### src/rtl/ws2812_decoder.sv
// WS2812 receive decoder: pulse-width classifies a synchronised serial line into 24-bit GRB words.
// Optional chain pass-through output o_dout is compiled in with `define WS2812_PASSTHRU_EN.
module ws2812_decoder #(
  parameter int CNT_W          = 12,
  parameter int MIN_HIGH_CYC   = 5,
  parameter int BIT_THRESH_CYC = 30,
  parameter int MAX_HIGH_CYC   = 60,
  parameter int RESET_CYC      = 2500
) (
  input  logic        i_clk,
  input  logic        i_reset_n,
  input  logic        i_signal_synced,
  output logic [23:0] o_pixel,
  output logic        o_pixel_valid,
  input  logic        i_pixel_ready,
  output logic        o_frame_end,
  output logic        o_pulse_err,
  output logic        o_partial_err,
  output logic        o_overflow,
  output logic [15:0] o_pixel_count
`ifdef WS2812_PASSTHRU_EN
  , output logic      o_dout
`endif
);

  localparam logic [CNT_W-1:0] MIN_C   = CNT_W'(MIN_HIGH_CYC);
  localparam logic [CNT_W-1:0] THR_C   = CNT_W'(BIT_THRESH_CYC);
  localparam logic [CNT_W-1:0] MAX_C   = CNT_W'(MAX_HIGH_CYC);
  localparam logic [CNT_W-1:0] RESET_C = CNT_W'(RESET_CYC);

  typedef enum logic [1:0] {SYNC, LOW, HIGH} state_t;

  state_t           state;
  logic             r_prev;
  logic [CNT_W-1:0] low_cnt;
  logic [CNT_W-1:0] high_cnt;
  logic [4:0]       bit_cnt;
  logic [23:0]      shift;
  logic             frame_done;
  logic             rise, fall, bit_val;
`ifdef WS2812_PASSTHRU_EN
  logic             fwd_arm, fwd_on;
`endif

  assign rise    = ~r_prev & i_signal_synced;
  assign fall    = r_prev & ~i_signal_synced;
  assign bit_val = (high_cnt >= THR_C);

  always_ff @(posedge i_clk or negedge i_reset_n) begin
    if (!i_reset_n) begin
      state         <= SYNC;
      r_prev        <= 1'b0;
      low_cnt       <= '0;
      high_cnt      <= '0;
      bit_cnt       <= '0;
      shift         <= '0;
      frame_done    <= 1'b0;
      o_pixel       <= '0;
      o_pixel_valid <= 1'b0;
      o_frame_end   <= 1'b0;
      o_pulse_err   <= 1'b0;
      o_partial_err <= 1'b0;
      o_overflow    <= 1'b0;
      o_pixel_count <= '0;
`ifdef WS2812_PASSTHRU_EN
      fwd_arm       <= 1'b0;
      fwd_on        <= 1'b0;
      o_dout        <= 1'b0;
`endif
    end else begin
      r_prev        <= i_signal_synced;
      o_frame_end   <= 1'b0;
      o_pulse_err   <= 1'b0;
      o_partial_err <= 1'b0;
      o_overflow    <= 1'b0;
      if (o_pixel_valid && i_pixel_ready) o_pixel_valid <= 1'b0;
`ifdef WS2812_PASSTHRU_EN
      // forwarding starts on the rise that follows the first completed pixel
      o_dout <= (fwd_on || (fwd_arm && rise)) ? i_signal_synced : 1'b0;
`endif
      case (state)
        SYNC: begin
          if (i_signal_synced) low_cnt <= '0;
          else if (low_cnt >= RESET_C - 1'b1) begin
            low_cnt <= RESET_C;
            state   <= LOW;
          end else low_cnt <= low_cnt + 1'b1;
        end
        LOW: begin
          if (rise) begin
            state    <= HIGH;
            high_cnt <= {{(CNT_W-1){1'b0}}, 1'b1};
            if (frame_done) begin
              o_pixel_count <= '0;
              frame_done    <= 1'b0;
            end
`ifdef WS2812_PASSTHRU_EN
            if (fwd_arm) fwd_on <= 1'b1;
`endif
          end else if (!i_signal_synced && low_cnt < RESET_C) begin
            low_cnt <= low_cnt + 1'b1;
            if (low_cnt == RESET_C - 1'b1) begin
              o_frame_end   <= 1'b1;
              o_partial_err <= (bit_cnt != 5'd0);
              bit_cnt       <= '0;
              frame_done    <= 1'b1;
`ifdef WS2812_PASSTHRU_EN
              fwd_arm <= 1'b0;
              fwd_on  <= 1'b0;
              o_dout  <= 1'b0;
`endif
            end
          end
        end
        HIGH: begin
          if (fall) begin
            low_cnt <= {{(CNT_W-1){1'b0}}, 1'b1};
            state   <= LOW;
            if (high_cnt < MIN_C) begin
              o_pulse_err <= 1'b1;
            end else if (high_cnt > MAX_C) begin
              // over-long high: lose bit alignment until a fresh latch period
              o_pulse_err <= 1'b1;
              bit_cnt     <= '0;
              low_cnt     <= {{(CNT_W-1){1'b0}}, 1'b1};
              state       <= SYNC;
`ifdef WS2812_PASSTHRU_EN
              fwd_arm <= 1'b0;
              fwd_on  <= 1'b0;
              o_dout  <= 1'b0;
`endif
            end else begin
              shift <= {shift[22:0], bit_val};
              if (bit_cnt == 5'd23) begin
                bit_cnt <= '0;
                if (o_pixel_count != 16'hFFFF) o_pixel_count <= o_pixel_count + 16'd1;
`ifdef WS2812_PASSTHRU_EN
                fwd_arm <= 1'b1;
`endif
                if (!o_pixel_valid || i_pixel_ready) begin
                  o_pixel       <= {shift[22:0], bit_val};
                  o_pixel_valid <= 1'b1;
                end else begin
                  o_overflow <= 1'b1;
                end
              end else begin
                bit_cnt <= bit_cnt + 5'd1;
              end
            end
          end else if (high_cnt != {CNT_W{1'b1}}) begin
            high_cnt <= high_cnt + 1'b1;
          end
        end
        default: state <= SYNC;
      endcase
    end
  end

endmodule

### config.mk
export PLATFORM = sky130hd
export DESIGN_NAME = ws2812_decoder
export DESIGN_NICKNAME = d
export VERILOG_FILES = /design/src/rtl/ws2812_decoder.sv
export SDC_FILE = /design/constraint.sdc
export NUM_CORES = 1
export LEC_CHECK = 0
export BUFFER_PORTS_ARGS = -buffer_cell sky130_fd_sc_hd__buf_2
export CAP_MARGIN = 20
export CELL_PAD_IN_SITES_DETAIL_PLACEMENT = 0
export CELL_PAD_IN_SITES_GLOBAL_PLACEMENT = 1
export CORE_AREA = 2 2 115 117
export DETAILED_ROUTE_END_ITERATION = 16
export DIE_AREA = 0 0 117 119
export PLACE_DENSITY = 0.84
export SYNTH_ARGS = -nofsm -noshare
export SYNTH_HDL_FRONTEND = slang
export SYNTH_SLANG_ARGS = --single-unit
### constraint.sdc
create_clock -name i_clk -period 2.35 [get_ports i_clk]
set_input_delay 0.235 -clock i_clk [delete_from_list [all_inputs] [get_ports i_clk]]
set_output_delay 0.235 -clock i_clk [all_outputs]
set_load 0.02 [all_outputs]
# After elaboration in Yosys (flattened, before gate mapping)

Cells that the tools add are included.

Flip-flop bits (word level): 101
Bits of input ports: 4
Output and inout bits: 45
Logic and storage cells: 129

Add/subtract/negate cells: 4
$lt $le $gt $ge: 5
Eq/ne operators: 20
Muxes and demuxes: 61
Bitwise operators: 6
Reduce and logical (&&, ||, !) cells: 19

Operators by type and width:

| cell                    | number |
|---|---|
| $mux W16                | 7 |
| $mux W12                | 8 |
| $pmux W12 S3            | 1 |
| $mux W5                 | 7 |
| $pmux W16 S2            | 1 |
| $mux W1                 | 30 |
| $ne A2 B2 Y1 const B    | 14 |
| $add A12 B1 Y12 const B | 2 |
| $pmux W12 S2            | 1 |
| $add A16 B1 Y16 const B | 1 |
| $ne A16 B16 Y1 const B  | 1 |
| $reduce_and A4 Y1       | 4 |
| $eq A12 B12 Y1 const B  | 1 |
| $ge A12 B12 Y1 const B  | 1 |
| $ge A12 B5 Y1 const B   | 1 |
| $gt A12 B6 Y1 const B   | 1 |
| $lt A12 B12 Y1 const B  | 1 |
| $lt A12 B3 Y1 const B   | 1 |
| $ne A12 B12 Y1 const B  | 1 |
| $reduce_and A6 Y1       | 2 |
| $pmux W5 S2             | 1 |
| $mux W2                 | 4 |
| $reduce_and A8 Y1       | 1 |
| $pmux W2 S3             | 1 |
| 14 further kinds        | 22 |

# Depth between registers and ports, before layout

Gate-level depths: netlist of run 1.

Depth after elaboration: 8
Depth in mapped cells: 9
Depth with buffers taken out: 7

# Worst setup path after synthesis of run 1

OpenSTA, ideal clock, no wires.

Path kind: flip-flop to flip-flop
From: reg high_cnt[0]
To: reg o_pixel_count[0]
Arrival time: 2.201 ns
Setup slack: 0.024 ns
Cell stages (with the launch flop): 10
Path buffers: 2
Clock period less this slack: 2.326 ns
Path through: dfrtp_1 > inv_1 > ha_1 > inv_1 > a2111oi_2 > and2_1 > clkbuf_1 > or3_1 > buf_6 > mux2_4

Longest elaborated chain between the ends: 3
Elaborated cells between the ends (all ways): 5
Those cells by class: order compare (2); eq/ne (2); reduce/logical (1)

Ends and longest elaborated chain:

| item                                           | RTL line | text |
|---|---|---|
| start, declared                                | 36       | `logic [CNT_W-1:0] high_cnt;` |
| start signal, assigned                         | 92       | `high_cnt <= {{(CNT_W-1){1'b0}}, 1'b1};` |
| start signal, assigned                         | 151      | `high_cnt <= high_cnt + 1'b1;` |
| $gt A12 B6 Y1 or $lt A12 B3 Y1 (tied branches) | 121, 119 |  |
| $ne A2 B2 Y1 (no source line)                  | --       |  |
| $reduce_and A8 Y1 (no source line) (*)         | --       |  |
| end signal, assigned                           | 136      | `if (o_pixel_count != 16'hFFFF) o_pixel_count <= o_pixel_count + 16'd1;` |
| end, declared                                  | 20       | `output logic [15:0] o_pixel_count` |

Every way passes the cells marked *; elsewhere a longest branch is shown, timed or not.
A chain may end at the register's enable or synchronous reset.

# Worst setup path after layout of run 1

From: reg state[1]
To: reg high_cnt[8]

Longest elaborated chain between the ends: 3
Elaborated cells between the ends (all ways): 8
Those cells by class: eq/ne (5); mux (1); reduce/logical (2)

Ends and longest elaborated chain:

| item                                                                | RTL line | text |
|---|---|---|
| start, declared                                                     | 33       | `state_t state;` |
| start signal, assigned                                              | 51       | `state <= SYNC;` |
| start signal, assigned                                              | 86       | `state <= LOW;` |
| start signal, assigned                                              | 91       | `state <= HIGH;` |
| $eq A2 B2 Y1 or $eq A2 B1 Y1 (tied branches)                        | 81       | `case (state)` |
| $ne A2 B2 Y1 (no source line) or $reduce_bool A2 Y1 (tied branches) | --       |  |
| $reduce_and A4 Y1 (no source line)                                  | --       |  |

Several ways; a longest one is shown, not always the timed one.

==> results.md, run 1 <==
* Vias per cell at 5.66
* Net Sw Power at 1.89 mW
* Post-synth EDFFs at 0
* Worst reg2reg path startpoint: state[1]
* Net count, final at 585
* Antenna cells at 0
* Clock skew at 0.00755 ns
* Synthesized Nets at 518
* Syn avg cell area at 10.6 sq um
* Die Y at 119 um
* Peak supply drop at 462 uV
* I/O pin total at a little under 50
* DIE AREA at approximately 14000 sq um
* Synth cell types at 65
* DRC errors left at 0
* Clk sinks at 101
* Initial antenna violation count at 0
* TritonRoute pass-1 iters at 4
* Routed len/inst at 15.7 um
* Worst path top cell family by delay: simple AND/OR/NAND/NOR gates
* Worst Path Arrival at between 2 and 3 ns
* Worst Tran Pin Value at roughly 0.52 ns
* Share of cells above drive strength 1 at between 20% and 30%
* Max Slew Vio Count at 0
* Async set-reset flop share out of synthesis at 100%
* Outcome: finished, final reports clean
* Port-buffer cells at 48
* Die width at around 120 um
* Worst-path clk slew at 0.07 ns
* Clk pwr share at between 20% and 30%
* Max Cap Viol at 0
* Highest routed layer: met4
* Largest net degree at the start of global routing at slightly above 60
* Synth warn at 0
* Peak Freq at about 440 MHz
* Area delta synth->final at 17.9%
* Setup crit start: state[1]
* GP Congestion at roughly 0.86
* Worst setup SP type: register
* Root Buffer: clkbuf_16
* Sequential share of power at between 30 and 40%
* Main synth FF type: dfrtp_1
* Largest cells by area after synthesis: dfrtp_1 47%, mux2_2 10%, nand2_1 3.0%, ha_1 2.6%, o31ai_1 2.0%
* CTS max path bufs at 2
* Routed WL at roughly 12000 um
* Grt ovf at 0
* Min-Delay Startpoint: i_signal_synced
* RSZ-0062 raised after global routing: true
* Area of the multi-input gates at roughly 2600 sq um
* Synth top area share at 47.4%
* Setup violations, final at 0
* # H-tree levels at 3
* Internal power at 3.25 mW
* Area leader, netlist: dfrtp_1
* Clock period minus worst slack at 2.25 ns
* Min Hold Slack at 0.147 ns
* Row Count at 42
* CTS buffer count at 9
* Vias in the first global route at approximately 4100
* Reg area at between 2000 and 3000 sq um
* Final hold violations at 0
* Yosys reg bits at 101
* Clock Latency Late Sink at 0.35 ns
* Required @ worst endpoint at 2.63 ns
* Post-route ant nets at 0
* Wire length of the first global-routing pass at about 20000 um
* Final period util at 95.7%
* CP max stage cell: or4b_2
* Crit-path max FO at 13
* Combinational fraction of design power at a little over a third
* CTS tree: built
* Post-Syn Area at 5340 sq um
* CP cell instances: inv_1 > ha_1 > a21boi_0 > buf_4 > o211ai_1 > buf_4 > or4b_2 > nand3_1
* Cells after Synth at 503
* Relative max-transition margin at approximately two thirds
* Initial Util at 41.4%
* Switching share of power at roughly 37%
* Leakage at 2.98 nW
* Critical path's largest stage delay at 0.63 ns
* Sequential area share after synthesis at 47.4%
* HP Class: in -> reg
* Buf/Inv on CP at 3
* HPWL Detailed at 8300 um
* Initial detailed-routing violation count at 286
* Metal2 WL at 5610 um
* Crit path top cell by count: buf_4
* Met1 wire length at ~5600 um
* CP Capture Type: register
* Metal3 WL at 472 um
* Core region area at between 10000 and 15000 sq um
* Number of fill cells in the layout at 1166
* CP Class: reg -> reg
* Pwr per Cell Area at 818 nW/um^2
* Design Power at about 5 mW
* Via count at 4250
* Total GRT Usage at roughly 18%
-- flip-flops by register name, indices dropped and copies added (netlist names), 2 cells and up --
signal         cells
bit_cnt            5
o_pixel_count     16
high_cnt          12
state              2
low_cnt           12
shift             23
o_pixel           24
-- stage by stage --
stage               cell area, sq um  worst slack [ns]  setup TNS [ns]  std cells  util, %
detailed placement              5950            0.0574               0        732     46.2
global route                    6290           -0.0146         -0.0317        751     48.8
CTS                             6240            0.0492               0        749     48.5
floorplan                       5340            0.0239               0        503        -
finish                          6290             0.102               0        751     48.8
global placement                5950             0.138               0        732     46.2
-- final timing paths --
| kind | end | slack [ns] | cells past startpoint |
|---|---|---|---|
| min in group asynchronous | o_pixel[7] | 0.25 | 2 |
| hold reg to reg | o_pixel[23] | 0.50 | 1 |
| hold / removal | r_prev | 0.15 | 1 |
| setup / recovery | high_cnt[8] | 0.10 | 8 |
| setup reg to reg | high_cnt[8] | 0.10 | 8 |
| max in group asynchronous | frame_done | 1.44 | 3 |
-- routing by layer --
| metal | track usage [%] | vias to the layer above |
|---|---|---|
| met3 | 3.36 | 15 |
| met2 | 28.4 | 101 |
| met5 | 0 | - |
| met4 | 6.32 | 0 |
| met1 | 24.5 | 2105 |
| li1 | - | 2029 |
-- cells by family after synthesis --
kind of cell / after synthesis / synth area share [%]
AOI/OAI and AO/OA: 104 / 15.2
adders and majority gates: 11 / 2.58
buffers and inverters: 47 / 3.68
DFF: 101 / 47.4
muxes: 57 / 11.9
and+or+nand+nor: 183 / 19.3
-- synth_stat cells (7+ instances only) --
library cell  number
dfrtp_1          101
mux2_2            49
nand2_1           42
nor2_1            23
inv_1             18
nand3_1           18
clkbuf_1          17
and3_1            16
o21ai_0           16
a21oi_1           14
o31ai_1           14
nand4_1           13
ha_1              11
nand2b_1          11
buf_2              9
nor4_1             9
nand3b_1           8
o221ai_1           8
mux2i_1            7
nor3_1             7
-- power groups by stage --
stage / Clock [mW] / Sequential [mW] / Combinational (mW)
final: 1.42 / 1.94 / 1.79
after global routing: 1.54 / 1.95 / 1.95
after CTS: 1.46 / 1.94 / 1.72
after detailed placement: 0 / 1.97 / 1.71
after global placement: 0 / 1.96 / 1.67
after floorplan: 0 / 1.97 / 1.09
-- repair_timing --
item	CTS	global route
gates resized for setup	0	8
setup endpoints to repair	0	43
setup buffers	0	2
hold buffers	1	0
hold endpoints to repair	68	0
-- worst register-to-register path, stage by stage (launching register included) --
cell and delay, ns:
dfrtp_1 0.42, inv_1 0.09, ha_1 0.30, a21boi_0 0.20, buf_4 0.16, o211ai_1 0.09
buf_4 0.19, or4b_2 0.63, nand3_1 0.11
-- layout make-up --
cell class / instances / area share (%)
inverter: 18 / 1.07
multi-input combinational: 355 / 41.8
tap: 176 / 3.50
sequential: 101 / 40.2
clock inverter: 6 / 0.856
clock buffer: 10 / 3.64
timing repair buffer: 85 / 8.89
-- cells in the final DEF (no fill, tap or decap), types with 3 or more instances in the layout --
| cell | synthesis | routed |
|---|---|---|
| nor2b_1 | 4 | 3 |
| o21ai_0 | 16 | 16 |
| a21oi_1 | 14 | 13 |
| mux2i_1 | 7 | 7 |
| buf_4 | 0 | 33 |
| nand4_1 | 13 | 13 |
| o2bb2ai_1 | 4 | 4 |
| a221oi_1 | 5 | 5 |
| nand2b_1 | 11 | 11 |
| or3_1 | 5 | 5 |
| nor2_1 | 23 | 23 |
| nand3_1 | 18 | 18 |
| and2_1 | 4 | 4 |
| o31ai_1 | 14 | 14 |
| nor4_1 | 9 | 8 |
| ha_1 | 11 | 11 |
| nand2_1 | 42 | 42 |
| nand3b_1 | 8 | 8 |
| inv_1 | 18 | 18 |
| a22oi_1 | 4 | 4 |
| buf_2 | 9 | 47 |
| and3_1 | 16 | 16 |
| or2_2 | 4 | 4 |
| o221ai_1 | 8 | 8 |
| clkbuf_16 | 0 | 9 |
| a221o_1 | 5 | 5 |
| mux2_2 | 49 | 49 |
| or4_1 | 4 | 4 |
| o211ai_1 | 4 | 4 |
| nand4b_1 | 3 | 3 |
| nor3_1 | 7 | 7 |
| or4b_2 | 3 | 3 |
| dfrtp_1 | 101 | 101 |
| o41ai_1 | 3 | 3 |
(Power assumes the default switching activity.)
==> run 2: changes to the inputs <==
--- a/config.mk
+++ b/config.mk
@@ -12,6 +12,7 @@
 export CORE_AREA = 2 2 115 117
 export DETAILED_ROUTE_END_ITERATION = 16
 export DIE_AREA = 0 0 117 119
+export MAX_ROUTING_LAYER = met4
 export PLACE_DENSITY = 0.84
 export SYNTH_ARGS = -nofsm -noshare
 export SYNTH_HDL_FRONTEND = slang
==> results.md, run 2 (same netlist as run 1, synthesis figures left out) <==
* I/O pin total at 49 (unchanged)
* Clock Latency Late Sink at 0.35 ns (about the same)
* Pre-CTS setup slack at 0.0574 ns (unchanged)
* Worst Tran Pin Value at 0.526 ns (+0.00332 ns)
* Leakage at 2.98 nW (about the same)
* CTS tree: built
* CP cell instances: inv_1 > ha_1 > a21boi_0 > buf_4 > o211ai_1 > buf_4 > or4b_2 > nand3_1
* Clock skew at 0.00757 ns (+0.0000184 ns)
* Share of cells above drive strength 1 at 29.9% (+0.17 points)
* Critical path's largest stage delay at 0.63 ns (about the same)
* GP Congestion at 0.870 (+1.6%)
* Row Count at 42 (unchanged)
* Min Hold Slack at 0.151 ns (+0.00417 ns)
* Routed len/inst at 15.7 um (-0.34%)
* Worst-path clk slew at 0.07 ns (about the same)
* Antenna cells at 0 (unchanged)
* Root Buffer: clkbuf_16
* Required @ worst endpoint at 2.63 ns (about the same)
* Final period util at 95.5% (-0.12 points)
* HPWL Detailed at 8300 um (unchanged)
* Setup violations, final at 0 (unchanged)
* Via count at 4238 (-0.28%)
* Top reg by flops: o_pixel
* Initial Util at 41.4% (unchanged)
* Max Cap Viol at 0 (unchanged)
* CP Class: reg -> reg
* Worst setup SP type: register
* Outcome: finished, final reports clean
* Max reg flops at 24 (unchanged)
* Placed insts at 732 (unchanged)
* Crit path top cell by count: buf_4
* Clock period minus worst slack at 2.25 ns (-0.00291 ns)
* DIE AREA at 13900 sq um (unchanged)
* Port-buffer cells at 48 (unchanged)
* TritonRoute pass-1 iters at 4 (unchanged)
* Net Sw Power at 1.89 mW (-0.35%)
* Post-route ant nets at 0 (unchanged)
* CP max stage cell: or4b_2
* Peak supply drop at 457 uV (-1.2%)
* Most frequent cells in the layout: 101 x dfrtp_1, 49 x mux2_2, 47 x buf_2
* Peak Freq at 445 MHz (+0.13%)
* Routed WL at 11800 um (-0.34%)
* Crit-path max FO at 13 (unchanged)
* Commonest non-fill, non-tap cell in the layout: dfrtp_1
* Vias per cell at 5.64 (-0.28%)
* RSZ-0062 raised after global routing: true
* Switching share of power at 36.7% (-0.14 points)
* Net count, final at 585 (unchanged)
* Total GRT Usage at 18.5% (+0.55 points)
* Initial detailed-routing violation count at 315 (+10%)
* Final Util at 48.9% (about the same)
* Fin worst setup slack at 0.105 ns (+0.00291 ns)
* Pwr per Cell Area at 818 nW/um^2 (about the same)
* CTS max path bufs at 2 (unchanged)
* Core region area at 12900 sq um (unchanged)
* Internal power at 3.26 mW (+0.27%)
* Fin cells at 751 (unchanged)
* Die Y at 119 um (unchanged)
* Combinational fraction of design power at 34.9% (about the same)
* Sequential share of power at 37.6% (about the same)
* Relative max-transition margin at 64.8% (-0.22 points)
* Clk pwr share at 27.5% (about the same)
* Wire length of the first global-routing pass at 20000 um (about the same)
* DRC errors left at 0 (unchanged)
* Largest regs: o_pixel x24, shift x23, o_pixel_count x16
* Area delta synth->final at 18.0% (about the same)
* Max Slew Vio Count at 0 (unchanged)
* Vias in the first global route at 4109 (-0.15%)
* Initial antenna violation count at 0 (unchanged)
* Worst Path Arrival at 2.52 ns (about the same)
* Final hold violations at 0 (unchanged)
* # H-tree levels at 3 (unchanged)
* Clk sinks at 101 (unchanged)
* Die width at 117 um (unchanged)
* CP Capture Type: register
* Grt ovf at 0 (unchanged)
* Largest net degree at the start of global routing at 62 (unchanged)
* HP Class: in -> reg
* CTS buffer count at 9 (unchanged)
-- run 2: power groups by stage --
| stage | clock network (mW) | logic, mW | registers, mW |
|---|---|---|---|
| 2_1_floorplan | 0 | 1.09 | 1.97 |
| 3_3_place_gp | 0 | 1.67 | 1.96 |
| 3_5_place_dp | 0 | 1.71 | 1.97 |
| 4_1_cts | 1.46 | 1.72 | 1.94 |
| 5_1_grt | 1.54 | 1.96 | 1.95 |
| 6_report | 1.41 | 1.80 | 1.94 |
-- run 2: metal layers --
metal	global-route usage (%)	vias to the layer above	share of wire [%]
met1	24.5	2088	47
met5	-	-	0
met3	3.51	14	3.8
li1	-	2029	-
met4	6.32	0	1.1
met2	28.4	107	48
-- run 2: stage by stage --
stage | setup TNS, ns | instance area, sq um | power [mW]
after floorplan | 0 | 5340 | 3.05
after global placement | 0 | 5950 | 3.63
after detailed placement | 0 | 5950 | 3.67
after CTS | 0 | 6240 | 5.11
after global routing | -0.0321 | 6290 | 5.45
final | 0 | 6290 | 5.15
-- run 2: critical path, delay by kind of cell, from the launching register on --
kind                     cells  cell delay [ns]
adder cells (fa/ha/maj)      1             0.30
buffers and inverters        3             0.44
flip-flops                   1             0.42
AO/OA/AOI/OAI                2             0.29
AND/OR/NAND/NOR              2             0.74
-- run 2: path summary, 6_finish.rpt --
| check | from | to | slack, ns | cells past startpoint |
|---|---|---|---|---|
| max reg2reg | state[1] | high_cnt[8] | 0.10 | 8 |
| min reg2reg | o_pixel[23] | o_pixel[23] | 0.50 | 1 |
| min in group asynchronous | i_reset_n | o_pixel[7] | 0.25 | 2 |
| max in group asynchronous | i_reset_n | low_cnt[1] | 1.44 | 3 |
| min | i_signal_synced | r_prev | 0.15 | 1 |
| max | state[1] | high_cnt[8] | 0.10 | 8 |
-- run 2: cell type report --
| type | instances | area [sq um] |
|---|---|---|
| clock inverter | 6 | 53.8 |
| timing repair buffer | 85 | 559 |
| sequential | 101 | 2530 |
| tap | 176 | 220 |
| clock buffer | 10 | 229 |
| fill | 1165 | 6580 |
| multi-input combinational | 355 | 2640 |
| inverter | 18 | 67.6 |
-- run 2: repair_timing --
item | CTS | global route
gates resized for setup | 0 | 9
setup buffers | 0 | 2
setup endpoints to repair | 0 | 43
hold endpoints to repair | 68 | 0
hold buffers | 1 | 0
==> run 3: changes to the inputs <==
--- a/config.mk
+++ b/config.mk
@@ -9,9 +9,9 @@
 export CAP_MARGIN = 20
 export CELL_PAD_IN_SITES_DETAIL_PLACEMENT = 0
 export CELL_PAD_IN_SITES_GLOBAL_PLACEMENT = 1
-export CORE_AREA = 2 2 115 117
+export CORE_AREA = 2 2 147 92
 export DETAILED_ROUTE_END_ITERATION = 16
-export DIE_AREA = 0 0 117 119
+export DIE_AREA = 0 0 149 94
 export MAX_ROUTING_LAYER = met4
 export PLACE_DENSITY = 0.84
 export SYNTH_ARGS = -nofsm -noshare
==> results.md, run 3 (same netlist as run 1, synthesis figures left out) <==
* Outcome: finished, final reports clean
* Worst-path clk slew at 0.07 ns (about the same)
* CTS buffer count at 9 (unchanged)
* Largest regs: o_pixel x24, shift x23, o_pixel_count x16
* Leakage at 2.96 nW (-0.85%)
* Post-CTS setup buffer count at 0 (unchanged)
* CP Capture Type: register
* Post-route ant nets at 0 (unchanged)
* DRC errors left at 0 (unchanged)
* Clock Latency Late Sink at 0.35 ns (about the same)
* Peak Freq at 449 MHz (+0.75%)
* Required @ worst endpoint at 2.63 ns (about the same)
* Clock period minus worst slack at 2.23 ns (-0.0168 ns)
* Share of cells above drive strength 1 at 28.9% (-1.0 points)
* Worst setup SP type: register
* WHS Path Cells at 1 (unchanged)
* Routed WL at 12200 um (+3.3%)
* Final setup TNS at 0 ns (unchanged)
* Placed insts at 721 (-1.5%)
* Final hold violations at 0 (unchanged)
* Critical path's largest stage delay at 0.63 ns (about the same)
* CP Class: reg -> reg
* GP Congestion at 0.907 (+4.3%)
* Relative max-transition margin at 57.7% (-7.2 points)
* Most frequent cells in the layout: 101 x dfrtp_1, 49 x mux2_2, 47 x buf_2
* Vias per cell at 5.72 (+1.4%)
* Fin cells at 738 (-1.7%)
* Commonest non-fill, non-tap cell in the layout: dfrtp_1
* Largest net degree at the start of global routing at 61 (-1.6%)
* CP max stage cell: or4b_2
* HPWL Detailed at 8650 um (+4.2%)
* Initial Util at 42.4% (+1.0 points)
* CTS max path bufs at 2 (unchanged)
* Reg-to-reg slack, setup at 0.12 ns (+0.02 ns)
* Pwr per Cell Area at 830 nW/um^2 (+1.5%)
* Die Y at 94 um (-21%)
* Buf/Inv on CP at 2 (-1)
* Routed len/inst at 16.5 um (+5.2%)
* Worst Tran Pin Value at 0.628 ns (+0.103 ns)
* Top reg by flops: o_pixel
* CP cell instances: inv_1 > ha_2 > nor2b_1 > o21ai_1 > o211ai_1 > buf_4 > or4b_2 > nand3_1
* Net count, final at 578 (-1.2%)
* TritonRoute pass-1 iters at 5 (+1)
* Wire length of the first global-routing pass at 20300 um (+1.4%)
* Max Slew Vio Count at 0 (unchanged)
* Cell area after layout at 6240 sq um (-0.91%)
* Number of fill cells in the layout at 1140 (-2.1%)
* Clk sinks at 101 (unchanged)
* DIE AREA at 14000 sq um (+0.60%)
* # H-tree levels at 3 (unchanged)
* Row Count at 32 (-24%)
* Final Util at 49.6% (+0.72 points)
* Max reg flops at 24 (unchanged)
* Die width at 149 um (+27%)
* Reg2Reg Capture Point: high_cnt[3]
* Setup violations, final at 0 (unchanged)
* Worst Path Arrival at 2.51 ns (about the same)
* Root Buffer: clkbuf_16
* RSZ-0062 raised after global routing: false
* Core region area at 12600 sq um (-2.4%)
* Crit-path max FO at 13 (unchanged)
* Min-Delay Startpoint: i_signal_synced
* Grt ovf at 0 (unchanged)
* Clock skew at 0.0100 ns (+0.00244 ns)
* Design Power at 5.18 mW (+0.58%)
* CTS tree: built
* Placed Instance Area at 5900 sq um (-0.76%)
* Area delta synth->final at 16.9%
* Antenna cells at 0 (unchanged)
* Initial detailed-routing violation count at 294 (-6.7%)
* Final period util at 94.8% (-0.71 points)
* Vias in the first global route at 3941 (-4.1%)
* Total GRT Usage at 18.8% (+0.30 points)
* I/O pin total at 49 (unchanged)
* Port-buffer cells at 48 (unchanged)
* Initial antenna violation count at 0 (unchanged)
* Via count at 4221 (-0.40%)
* R2r worst-path depth at 8 (unchanged)
* HP Class: in -> reg
* Hold Path Sink: r_prev
* Peak supply drop at 455 uV (-0.35%)
* Worst reg2reg path startpoint: state[0]
* Max Cap Viol at 0 (unchanged)
* Worst path top cell family by delay: simple AND/OR/NAND/NOR gates
-- run 3: cell types whose count changed in the layout (fill, tap and decap cells not counted), sizes merged --
cell,change
buf,-7
clkinvlp,-1
inv,+1
-- run 3: final cells by class --
class / count / area, sq um / share of cell area, %
Multi-Input combinational cell: 355 / 2630 / 42.2
Sequential cell: 101 / 2530 / 40.5
Timing Repair Buffer: 78 / 499 / 8.01
Clock buffer: 10 / 239 / 3.83
Tap cell: 170 / 213 / 3.41
Inverter: 18 / 67.6 / 1.08
Clock inverter: 6 / 61.3 / 0.983
-- run 3: repair_timing --
item	CTS	global route
hold buffers	1	0
hold endpoints to repair	41	0
gates resized for setup	0	7
setup endpoints to repair	0	48
-- run 3: power breakdown --
part	internal, mW	switching, mW	total [mW]
combinational	0.663	1.08	1.75
sequential	1.82	0.118	1.94
clock	0.778	0.709	1.49
total	3.27	1.91	5.18
-- run 3: worst reg2reg max path, delay by kind of cell (launching register included) --
kind            cells  cell delay [ns]
buf+inv             2             0.28
flops               1             0.41
fa+ha+maj           1             0.24
compound gates      2             0.36
simple gates        3             0.89
-- run 3: worst max-delay path by stage --
| stage | start | end | slack [ns] | cells after the start |
|---|---|---|---|---|
| 2_1_floorplan | high_cnt[0] | o_pixel_count[0] | 0.02 | 9 |
| 3_3_place_gp | state[0] | o_pixel_count[12] | 0.15 | 8 |
| 3_5_place_dp | low_cnt[9] | bit_cnt[3] | 0.07 | 5 |
| 4_1_cts | state[0] | o_pixel_count[1] | 0.05 | 8 |
| 5_1_grt | state[1] | high_cnt[11] | 0.02 | 7 |
| 6_report | state[0] | high_cnt[3] | 0.12 | 8 |
-- run 3: routing by layer --
metal	GRT usage (%)	part of all wire [%]	vias up
li1	-	-	2006
met1	28.5	53	2089
met2	25.3	41	115
met3	4.56	5.6	11
met4	3.49	0.70	0
met5	-	0	-
-- run 3: per-stage QoR --
stage               setup WS [ns]  hold slack, ns
CTS                        0.0491           0.136
detailed placement         0.0740           0.282
floorplan                  0.0239         -0.0606
finish                      0.122           0.156
global route               0.0172           0.147
global placement            0.152           0.271
